### src/rtl/sram_wb_pkg.sv
// Shared definitions for the Wishbone-to-SRAM bridge: FSM state encoding,
// bank-index width derivation and the supported read-latency range.
package sram_wb_pkg;

    // Bridge FSM states
    typedef enum logic [2:0] {
        IDLE    = 3'd0,
        RD_WAIT = 3'd1,
        RD_CAP  = 3'd2,
        ACK     = 3'd3,
        ERR     = 3'd4
    } sram_wb_state_t;

    // Supported macro read latency, in cycles from strobe edge to valid dout
    localparam int READ_LAT_MIN = 1;
    localparam int READ_LAT_MAX = 3;

    // Largest bank count the decoder is built for
    localparam int NUM_BANKS_MAX = 8;

    // Bank index width; a single bank still gets one index bit so the
    // address layout stays uniform across configurations.
    function automatic int bank_wd_f(input int num_banks);
        int wd;
        wd = (num_banks > 1) ? $clog2(num_banks) : 1;
        return wd;
    endfunction

endpackage

### src/rtl/sram_bank_dec.sv
// Combinational bank decoder: turns a bank index plus read/write qualifiers
// into active-low one-hot chip selects for the read (A) and write (B) ports,
// and flags indices that do not map onto a populated bank.
module sram_bank_dec
    import sram_wb_pkg::*;
#(
    parameter int NUM_BANKS = 2,
    parameter int BANK_WD   = 1
) (
    input  logic [BANK_WD-1:0]   bank_i,
    input  logic                 valid_i,
    input  logic                 rd_i,
    input  logic                 wr_i,
    output logic [NUM_BANKS-1:0] csb_a_o,
    output logic [NUM_BANKS-1:0] csb_b_o,
    output logic                 bank_ok_o
);

    logic bank_ok_s;

    // Range check of the bank index against the populated bank count
    always_comb begin
        bank_ok_s = (int'(bank_i) < NUM_BANKS);
    end

    // One-hot active-low selects; nothing is selected for an invalid bank
    always_comb begin
        csb_a_o = '1;
        csb_b_o = '1;
        for (int k = 0; k < NUM_BANKS; k++) begin
            csb_a_o[k] = ~(valid_i & bank_ok_s & rd_i & (int'(bank_i) == k));
            csb_b_o[k] = ~(valid_i & bank_ok_s & wr_i & (int'(bank_i) == k));
        end
    end

    assign bank_ok_o = bank_ok_s;

endmodule

### src/rtl/sram_wb_bridge.sv
// Wishbone slave in front of NUM_BANKS 1rw1r SRAM macros. Writes go out on
// port B and reads on port A, each as a single strobe in the accept cycle.
// Read data is captured from the addressed bank after READ_LAT cycles and
// returned on a registered wb_dat_o together with a one-cycle ack.
module sram_wb_bridge
    import sram_wb_pkg::*;
#(
    parameter int SRAM_ADDR_WD = 8,
    parameter int SRAM_DATA_WD = 32,
    parameter int NUM_BANKS    = 2,
    parameter int READ_LAT     = 1,
    parameter int BANK_WD      = bank_wd_f(NUM_BANKS)
) (
    input  logic                              wb_clk_i,
    input  logic                              rst_i,
    input  logic                              wb_cyc_i,
    input  logic                              wb_stb_i,
    input  logic                              wb_we_i,
    input  logic [BANK_WD+SRAM_ADDR_WD-1:0]   wb_adr_i,
    input  logic [SRAM_DATA_WD-1:0]           wb_dat_i,
    input  logic [SRAM_DATA_WD/8-1:0]         wb_sel_i,
    output logic [SRAM_DATA_WD-1:0]           wb_dat_o,
    output logic                              wb_ack_o,
    output logic                              wb_err_o,
    output logic [NUM_BANKS-1:0]              sram_csb_a,
    output logic [SRAM_ADDR_WD-1:0]           sram_addr_a,
    input  logic [NUM_BANKS*SRAM_DATA_WD-1:0] sram_dout_a,
    output logic [NUM_BANKS-1:0]              sram_csb_b,
    output logic                              sram_web_b,
    output logic [SRAM_DATA_WD/8-1:0]         sram_mask_b,
    output logic [SRAM_ADDR_WD-1:0]           sram_addr_b,
    output logic [SRAM_DATA_WD-1:0]           sram_din_b
);

    localparam int         ADR_WD   = BANK_WD + SRAM_ADDR_WD;
    localparam logic [1:0] CNT_LOAD = 2'(READ_LAT - 1);

    // Reject configurations the latency counter and decoder are not built for
    generate
        if ((READ_LAT < READ_LAT_MIN) || (READ_LAT > READ_LAT_MAX) ||
            (NUM_BANKS < 1) || (NUM_BANKS > NUM_BANKS_MAX) ||
            ((SRAM_DATA_WD % 8) != 0)) begin : g_param_err
            $error("sram_wb_bridge: parameter out of supported range");
        end
    endgenerate

    sram_wb_state_t              state_q;
    logic [1:0]                  cnt_q;
    logic [1:0]                  cnt_d;
    logic [BANK_WD-1:0]          bank_q;
    logic [BANK_WD-1:0]          bank_s;
    logic                        ack_q;
    logic                        err_q;
    logic [SRAM_DATA_WD-1:0]     dat_q;
    logic [SRAM_DATA_WD-1:0]     rd_mux_s;
    logic                        accept_s;
    logic                        bank_ok_s;
    logic [NUM_BANKS-1:0]        csb_a_s;
    logic [NUM_BANKS-1:0]        csb_b_s;

    // Bank index sits in the top bits of the word address
    assign bank_s = wb_adr_i[ADR_WD-1 -: BANK_WD];

    // A request is only taken in IDLE; reset suppresses it so no strobe
    // escapes while the bridge is being reset.
    assign accept_s = wb_cyc_i & wb_stb_i & ~rst_i & (state_q == IDLE);

    sram_bank_dec #(
        .NUM_BANKS (NUM_BANKS),
        .BANK_WD   (BANK_WD)
    ) u_bank_dec (
        .bank_i    (bank_s),
        .valid_i   (accept_s),
        .rd_i      (~wb_we_i),
        .wr_i      (wb_we_i),
        .csb_a_o   (csb_a_s),
        .csb_b_o   (csb_b_s),
        .bank_ok_o (bank_ok_s)
    );

    // SRAM strobes are only low in the accept cycle; address, data and mask
    // are don't-care otherwise, so they pass straight from the bus.
    assign sram_csb_a  = csb_a_s;
    assign sram_csb_b  = csb_b_s;
    assign sram_web_b  = ~(accept_s & wb_we_i & bank_ok_s);
    assign sram_addr_a = wb_adr_i[SRAM_ADDR_WD-1:0];
    assign sram_addr_b = wb_adr_i[SRAM_ADDR_WD-1:0];
    assign sram_din_b  = wb_dat_i;
    assign sram_mask_b = wb_sel_i;

    // Select the latched bank's slice of the read-data bus
    always_comb begin
        rd_mux_s = '0;
        for (int k = 0; k < NUM_BANKS; k++) begin
            rd_mux_s = (int'(bank_q) == k) ? sram_dout_a[k*SRAM_DATA_WD +: SRAM_DATA_WD]
                                           : rd_mux_s;
        end
    end

    // Next value of the read-latency countdown
    always_comb begin
        cnt_d = cnt_q - 2'd1;
    end

    // Transaction FSM with registered ack/err/data outputs
    always_ff @(posedge wb_clk_i) begin
        if (rst_i) begin
            state_q <= IDLE;
            cnt_q   <= 2'd0;
            bank_q  <= '0;
            ack_q   <= 1'b0;
            err_q   <= 1'b0;
            dat_q   <= '0;
        end else begin
            ack_q <= 1'b0;
            err_q <= 1'b0;
            case (state_q)
                IDLE: begin
                    if (accept_s) begin
                        if (!bank_ok_s) begin
                            state_q <= ERR;
                            err_q   <= 1'b1;
                        end else if (wb_we_i) begin
                            state_q <= ACK;
                            ack_q   <= 1'b1;
                        end else begin
                            bank_q <= bank_s;
                            cnt_q  <= CNT_LOAD;
                            if (READ_LAT == 1) begin
                                state_q <= RD_CAP;
                            end else begin
                                state_q <= RD_WAIT;
                            end
                        end
                    end else begin
                        state_q <= IDLE;
                    end
                end
                RD_WAIT: begin
                    if (!wb_cyc_i) begin
                        state_q <= IDLE;
                    end else begin
                        cnt_q <= cnt_d;
                        if (cnt_d == 2'd0) begin
                            state_q <= RD_CAP;
                        end else begin
                            state_q <= RD_WAIT;
                        end
                    end
                end
                RD_CAP: begin
                    if (!wb_cyc_i) begin
                        state_q <= IDLE;
                    end else begin
                        dat_q   <= rd_mux_s;
                        ack_q   <= 1'b1;
                        state_q <= ACK;
                    end
                end
                ACK: begin
                    state_q <= IDLE;
                end
                ERR: begin
                    state_q <= IDLE;
                end
                default: begin
                    state_q <= IDLE;
                end
            endcase
        end
    end

    assign wb_dat_o = dat_q;
    assign wb_ack_o = ack_q;
    assign wb_err_o = err_q;

endmodule

### config.mk
export PLATFORM = sky130hd
export DESIGN_NAME = sram_wb_bridge
export DESIGN_NICKNAME = d
export VERILOG_FILES = /design/src/rtl/sram_wb_pkg.sv /design/src/rtl/sram_bank_dec.sv /design/src/rtl/sram_wb_bridge.sv
export SDC_FILE = /design/constraint.sdc
export NUM_CORES = 1
export LEC_CHECK = 0
export ABC_AREA = 0
export CAP_MARGIN = 30
export CORE_ASPECT_RATIO = 1.4
export CORE_MARGIN = 10
export CORE_UTILIZATION = 29
export DETAILED_ROUTE_END_ITERATION = 7
export GPL_TIMING_DRIVEN = 1
export PLACE_DENSITY = 0.78
export SETUP_SLACK_MARGIN = 0.2
export SLEW_MARGIN = 25
export SYNTH_ARGS = -nofsm -noshare
export SYNTH_HDL_FRONTEND = slang
export SYNTH_SLANG_ARGS = --single-unit
### constraint.sdc
create_clock -name wb_clk_i -period 1.25 [get_ports wb_clk_i]
set_input_delay 0.125 -clock wb_clk_i [delete_from_list [all_inputs] [get_ports wb_clk_i]]
set_output_delay 0.125 -clock wb_clk_i [all_outputs]
set_load 0.1 [all_outputs]
Word-level counts from Yosys, hierarchy flattened
Cells that the tools add are included.
- bitwise logic cells: 17
- reductions and logical operators: 6
- mux-type cells: 15
- add/subtract/negate cells: 1
- equality and inequality tests: 5
- operators with widths (cell ; count):
    $mux W32 ; 1
    $mux W2 ; 6
    $and A1 B1 Y1 ; 9
    $pmux W3 S3 ; 1
    $not A1 Y1 ; 8
    $ne A2 B2 Y1 const B ; 3
    $mux W1 ; 4
    $pmux W2 S2 ; 1
    $reduce_and A4 Y1 ; 1
    $eq A3 B1 Y1 const B ; 1
    $eq A3 B2 Y1 const B ; 1
    $logic_not A3 Y1 ; 1
    $mux W3 ; 1
    $reduce_and A3 Y1 ; 1
    $logic_not A2 Y1 ; 1
    $pmux W1 S2 ; 1
    $reduce_and A2 Y1 ; 1
    $reduce_bool A2 Y1 ; 1
    $sub A2 B1 Y2 const B ; 1
- bits in registers: 39
- input bits: 114
- output and inout port bits: 91

Logic depth before layout (Yosys ltp)
- depth in word-level cells: 6
- depth in mapped cells: 6

By module
Synthesis repeated with hierarchy kept, for this count alone.
- cell total of the unflattened synthesis: 241
- area total of the unflattened synthesis: 2225.9 um^2
- by module, submodules not included (module ; cells an instance ; area an instance (um^2) ; times used):
    sram_wb_bridge ; 235 ; 2189.6 ; 1
    sram_bank_dec ; 6 ; 36.3 ; 1

Least setup slack after synthesis
OpenSTA, ideal clock, no wires.
- kind: flip-flop to output port
- start: register state_q[0]
- end: output port sram_csb_b[0]
- required time: 1.125 ns
- cell stages (with the launch flop): 5
- arrival time: 2.595 ns
- path slack: -1.470 ns
- cells stage by stage: dfxtp_1 -> buf_6 -> nor2_1 -> nand4_1 -> nand2b_1
- word-level cells in the longest chain between the ends: 5
- RTL lines (item ; RTL line ; source):
    from (decl) ; sram_wb_bridge.sv:47 ; sram_wb_state_t state_q;
    from (signal assigned) ; sram_wb_bridge.sv:108 ; state_q <= IDLE;
    from (signal assigned) ; sram_wb_bridge.sv:121 ; state_q <= ERR;
    from (signal assigned) ; sram_wb_bridge.sv:124 ; state_q <= ACK;
    $logic_not A3 Y1 ; sram_wb_bridge.sv:66 ; assign accept_s = wb_cyc_i & wb_stb_i & ~rst_i & (state_q == IDLE);
    $and A1 B1 Y1 ; sram_wb_bridge.sv:66 ;
    $and A1 B1 Y1 (2 in a row) ; sram_bank_dec.sv:32 ; csb_b_o[k] = ~(valid_i & bank_ok_s & wr_i & (int'(bank_i) == k));
    $not A1 Y1 ; sram_bank_dec.sv:32 ;
    to (decl) ; sram_wb_bridge.sv:28 ; output logic [NUM_BANKS-1:0] sram_csb_b,
No other way between the ends.

Worst setup path in the final report
Same ends and word-level chain as after synthesis.

==> results_dict.tcl <==
set metrics [dict create \
    async_flop_share_pct 0 \
    p_leak_nw 1.60 \
    drive_gt1_share_pct 61.0 \
    synthDistinctLibCells 29 \
    cp-start-kind "flop" \
    wirelength_um 7460 \
    cp_slowest_cell "dfxtp_2" \
    final_max_slew_viol_count 0 \
    timing.hold.ws_ns 0.250 \
    max-cap-violations 0 \
    place_inst 405 \
    io_buffers 107 \
    setup_tns_ns -4.13 \
    ioPinCount 205 \
    rr_startpoint "state_q[1]" \
    initial_core_util_pct 29.7 \
    fp.dieW_um 95.3 \
    post-synth-top-count-cell "buf_4" \
    arrival_ns 1.33 \
    p_total_mw 3.60 \
    setup_ws_ns -0.205 \
    drt-initial-drc-count 28 \
    dr.pass1.iters 4 \
    synth_xor_xnor_area_share_pct 0 \
    synth_nets 352 \
    grt_max_degree 38 \
    syn_area_sq_um 2300 \
    final-setup-viol-count 41 \
    stdcell_count 426 \
    dp_worst_setup_slack_ns -0.296 \
    synthFlopType "dfxtp_1" \
    root_buffer "clkbuf_8" \
    synth_fa_ha_area_share_pct 0.543 \
    avgSynthCellArea_sq_um 9.72 \
    cp-endpoint "sram_csb_b[0]" \
    reg2reg_depth 8 \
    reg2reg_to "wb_dat_o[4]" \
    dieArea_sq_um 12000 \
    syn-instance-count 237 \
    cp-startpoint "state_q[0]" \
    clkSinkCount 38 \
    syn2layout_area_growth_pct 90.5 \
    slew_headroom_pct 58.2 \
    critPathKind "flop to output port" \
    timing.final.crit_share_pct 116 \
    cts_buffer_depth 2 \
    yosys-top-cells-count "buf_4 (56), dfxtp_1 (38), nor2_1 (34)" \
    cts.clk_slew.worst_paths_ns 0.07 \
    status "complete, but fails checks" \
    ys_top_cells_by_area "dfxtp_1 (33%), buf_4 (18%), a211oi_2 (15%), mux2i_1 (14%), nor2_1 (5.5%)" \
    grt_pass1_vias 2312 \
    rsz0062_at_grt "true" \
    antenna_found_initial 0 \
    synth_compound_area_share_pct 19.2 \
    synth_edf_count 0 \
    row_count 38 \
    grt_pass1_wl_um 11600 \
    yosys_warnings 0 \
    drcViolationCount 0 \
    worst_setup_path_end_kind "output port" \
    synthSimpleGateAreaFrac_pct 9.94 \
    cpPeakStageDelay_ns 0.34 \
    die_y_um 125 \
    htree_levels 2 \
    ant_nets 0 \
    vias 2019 \
    wl_per_cell_um 17.5 \
    nFillCells 667 \
    crit_fanout 3 \
    power.density_nw_per_um2 821 \
    peakVddDrop_mv 0.561 \
    hold_viol 0 \
    min_period_ns 1.46 \
    synth_top_area_share_pct 33.0 \
    tightest_slew_ns 0.626 \
    ys_seq_elements 38 \
    dp_hpwl_um 5900 \
    rrSetupSlack_ns -0.17 \
    grt_overflow_total 0 \
    critPathRequiredTime_ns 1.12 \
    synth-seq-area-share_pct 33.0 \
    clock-skew-final_ns 0.00458 \
    vias_per_cell 4.74 \
    synth_top_family_by_area "buffers and inverters" \
    max_freq_ghz 0.687 \
    path_cells "nor2_4, nand4_1, buf_4, nand2b_4, buf_12" \
    core_sq_um 7750 \
    grt.total_usage_pct 12.3 \
    cts_made_buffers 5 \
    hp-class "input port to output port" \
    globalplace.congestion 0.747 \
    diodes 0 \
    muxShareOfSynthArea_pct 13.9 \
    cts_tree "done" \
    nNetsFinal 440 \
    clock_latency_ns 0.28 \
    synth.largest_area_cell "dfxtp_1" \
    violations "negative setup slack" \
]
[through the flow]
stage / utilization (%) / instance area, sq um
floorplan: - / 2630
global placement: 51.8 / 4010
detailed placement: 51.8 / 4010
CTS: 56.0 / 4340
global route: 56.6 / 4390
finish: 56.6 / 4390
[logic make-up after synthesis]
family	count (synthesis)
other	1
AOI/OAI and AO/OA	41
adders and majority gates	1
DFF	38
muxes	32
and+or+nand+nor	51
buffers and inverters	73
[cell usage in the layout, fill, tap and decap left out, types with 2 or more instances in the layout]
cell type,synthesis,routed
clkdlybuf4s50_1,0,67
buf_12,0,51
dfxtp_2,0,34
nor2_4,0,33
a211oi_2,28,33
mux2i_1,32,32
buf_4,56,15
buf_6,6,12
clkbuf_8,0,5
inv_1,4,4
nand2_1,4,4
nand4_1,3,3
dfxtp_1,38,3
o21ai_1,0,2
a31o_2,2,2
clkbuf_1,1,2
buf_16,0,2
[power by group]
part | switching (mW) | leakage, nW | total, mW | internal (mW)
clock network | 0.440 | 0.0524 | 1.04 | 0.598
registers | 0.0735 | 0.325 | 1.34 | 1.27
logic | 0.620 | 1.22 | 1.22 | 0.603
total | 1.13 | 1.60 | 3.60 | 2.47
[registers in the layout, indices dropped and copies added, names as in the netlist]
signal / count
wb_ack_o: 1
state_q: 2
bank_q: 1
cnt_q: 2
wb_dat_o: 32
[worst max-delay path, delay by kind of cell (launching register included)]
family / cells / cell delay, ns
buffers and inverters: 2 / 0.33
flip-flops: 1 / 0.34
AND/OR/NAND/NOR: 3 / 0.37
[how the worst min path moves through the flow]
stage / startpoint / endpoint / slack, ns / cells after the start
6_report: wb_dat_i[15] / sram_din_b[15] / 0.25 / 0
5_1_grt: wb_dat_i[14] / sram_din_b[14] / 0.25 / 0
4_1_cts: wb_dat_i[3] / sram_din_b[3] / 0.25 / 0
3_5_place_dp: wb_dat_i[3] / sram_din_b[3] / 0.25 / 0
3_3_place_gp: wb_dat_i[3] / sram_din_b[3] / 0.25 / 0
2_1_floorplan: wb_cyc_i / wb_ack_o / 0.27 / 2
[cell type report]
| cell class | instances | area [sq um] | area share [%] |
|---|---|---|---|
| timing repair buffer | 150 | 2020 | 46.1 |
| multi-input combinational | 126 | 1310 | 29.9 |
| sequential | 38 | 807 | 18.4 |
| tap | 100 | 125 | 2.85 |
| clock buffer | 7 | 76.3 | 1.74 |
| clock inverter | 1 | 30.0 | 0.684 |
| inverter | 4 | 15.0 | 0.342 |
[timing repair]
item / 4_1_cts / 5_1_grt
endpoints found under the setup margin: 41 / 43
gates resized for setup: 25 / 10
pin swaps: 7 / 8
hold endpoints to repair: 0 / 0
hold buffers: 0 / 0
cloned: 2 / 0
buffers inserted: 9 / 2
[per-layer routing]
metal	part of all wire, %	vias to the layer above	wire length (um)	track usage, %
li1	-	937	-	-
met1	31	946	2290	10.2
met2	56	93	4180	23.3
met3	8.6	43	641	4.61
met4	4.7	0	348	7.16
met5	0	-	0	0
No activity file was read; power rests on OpenSTA's default activity.
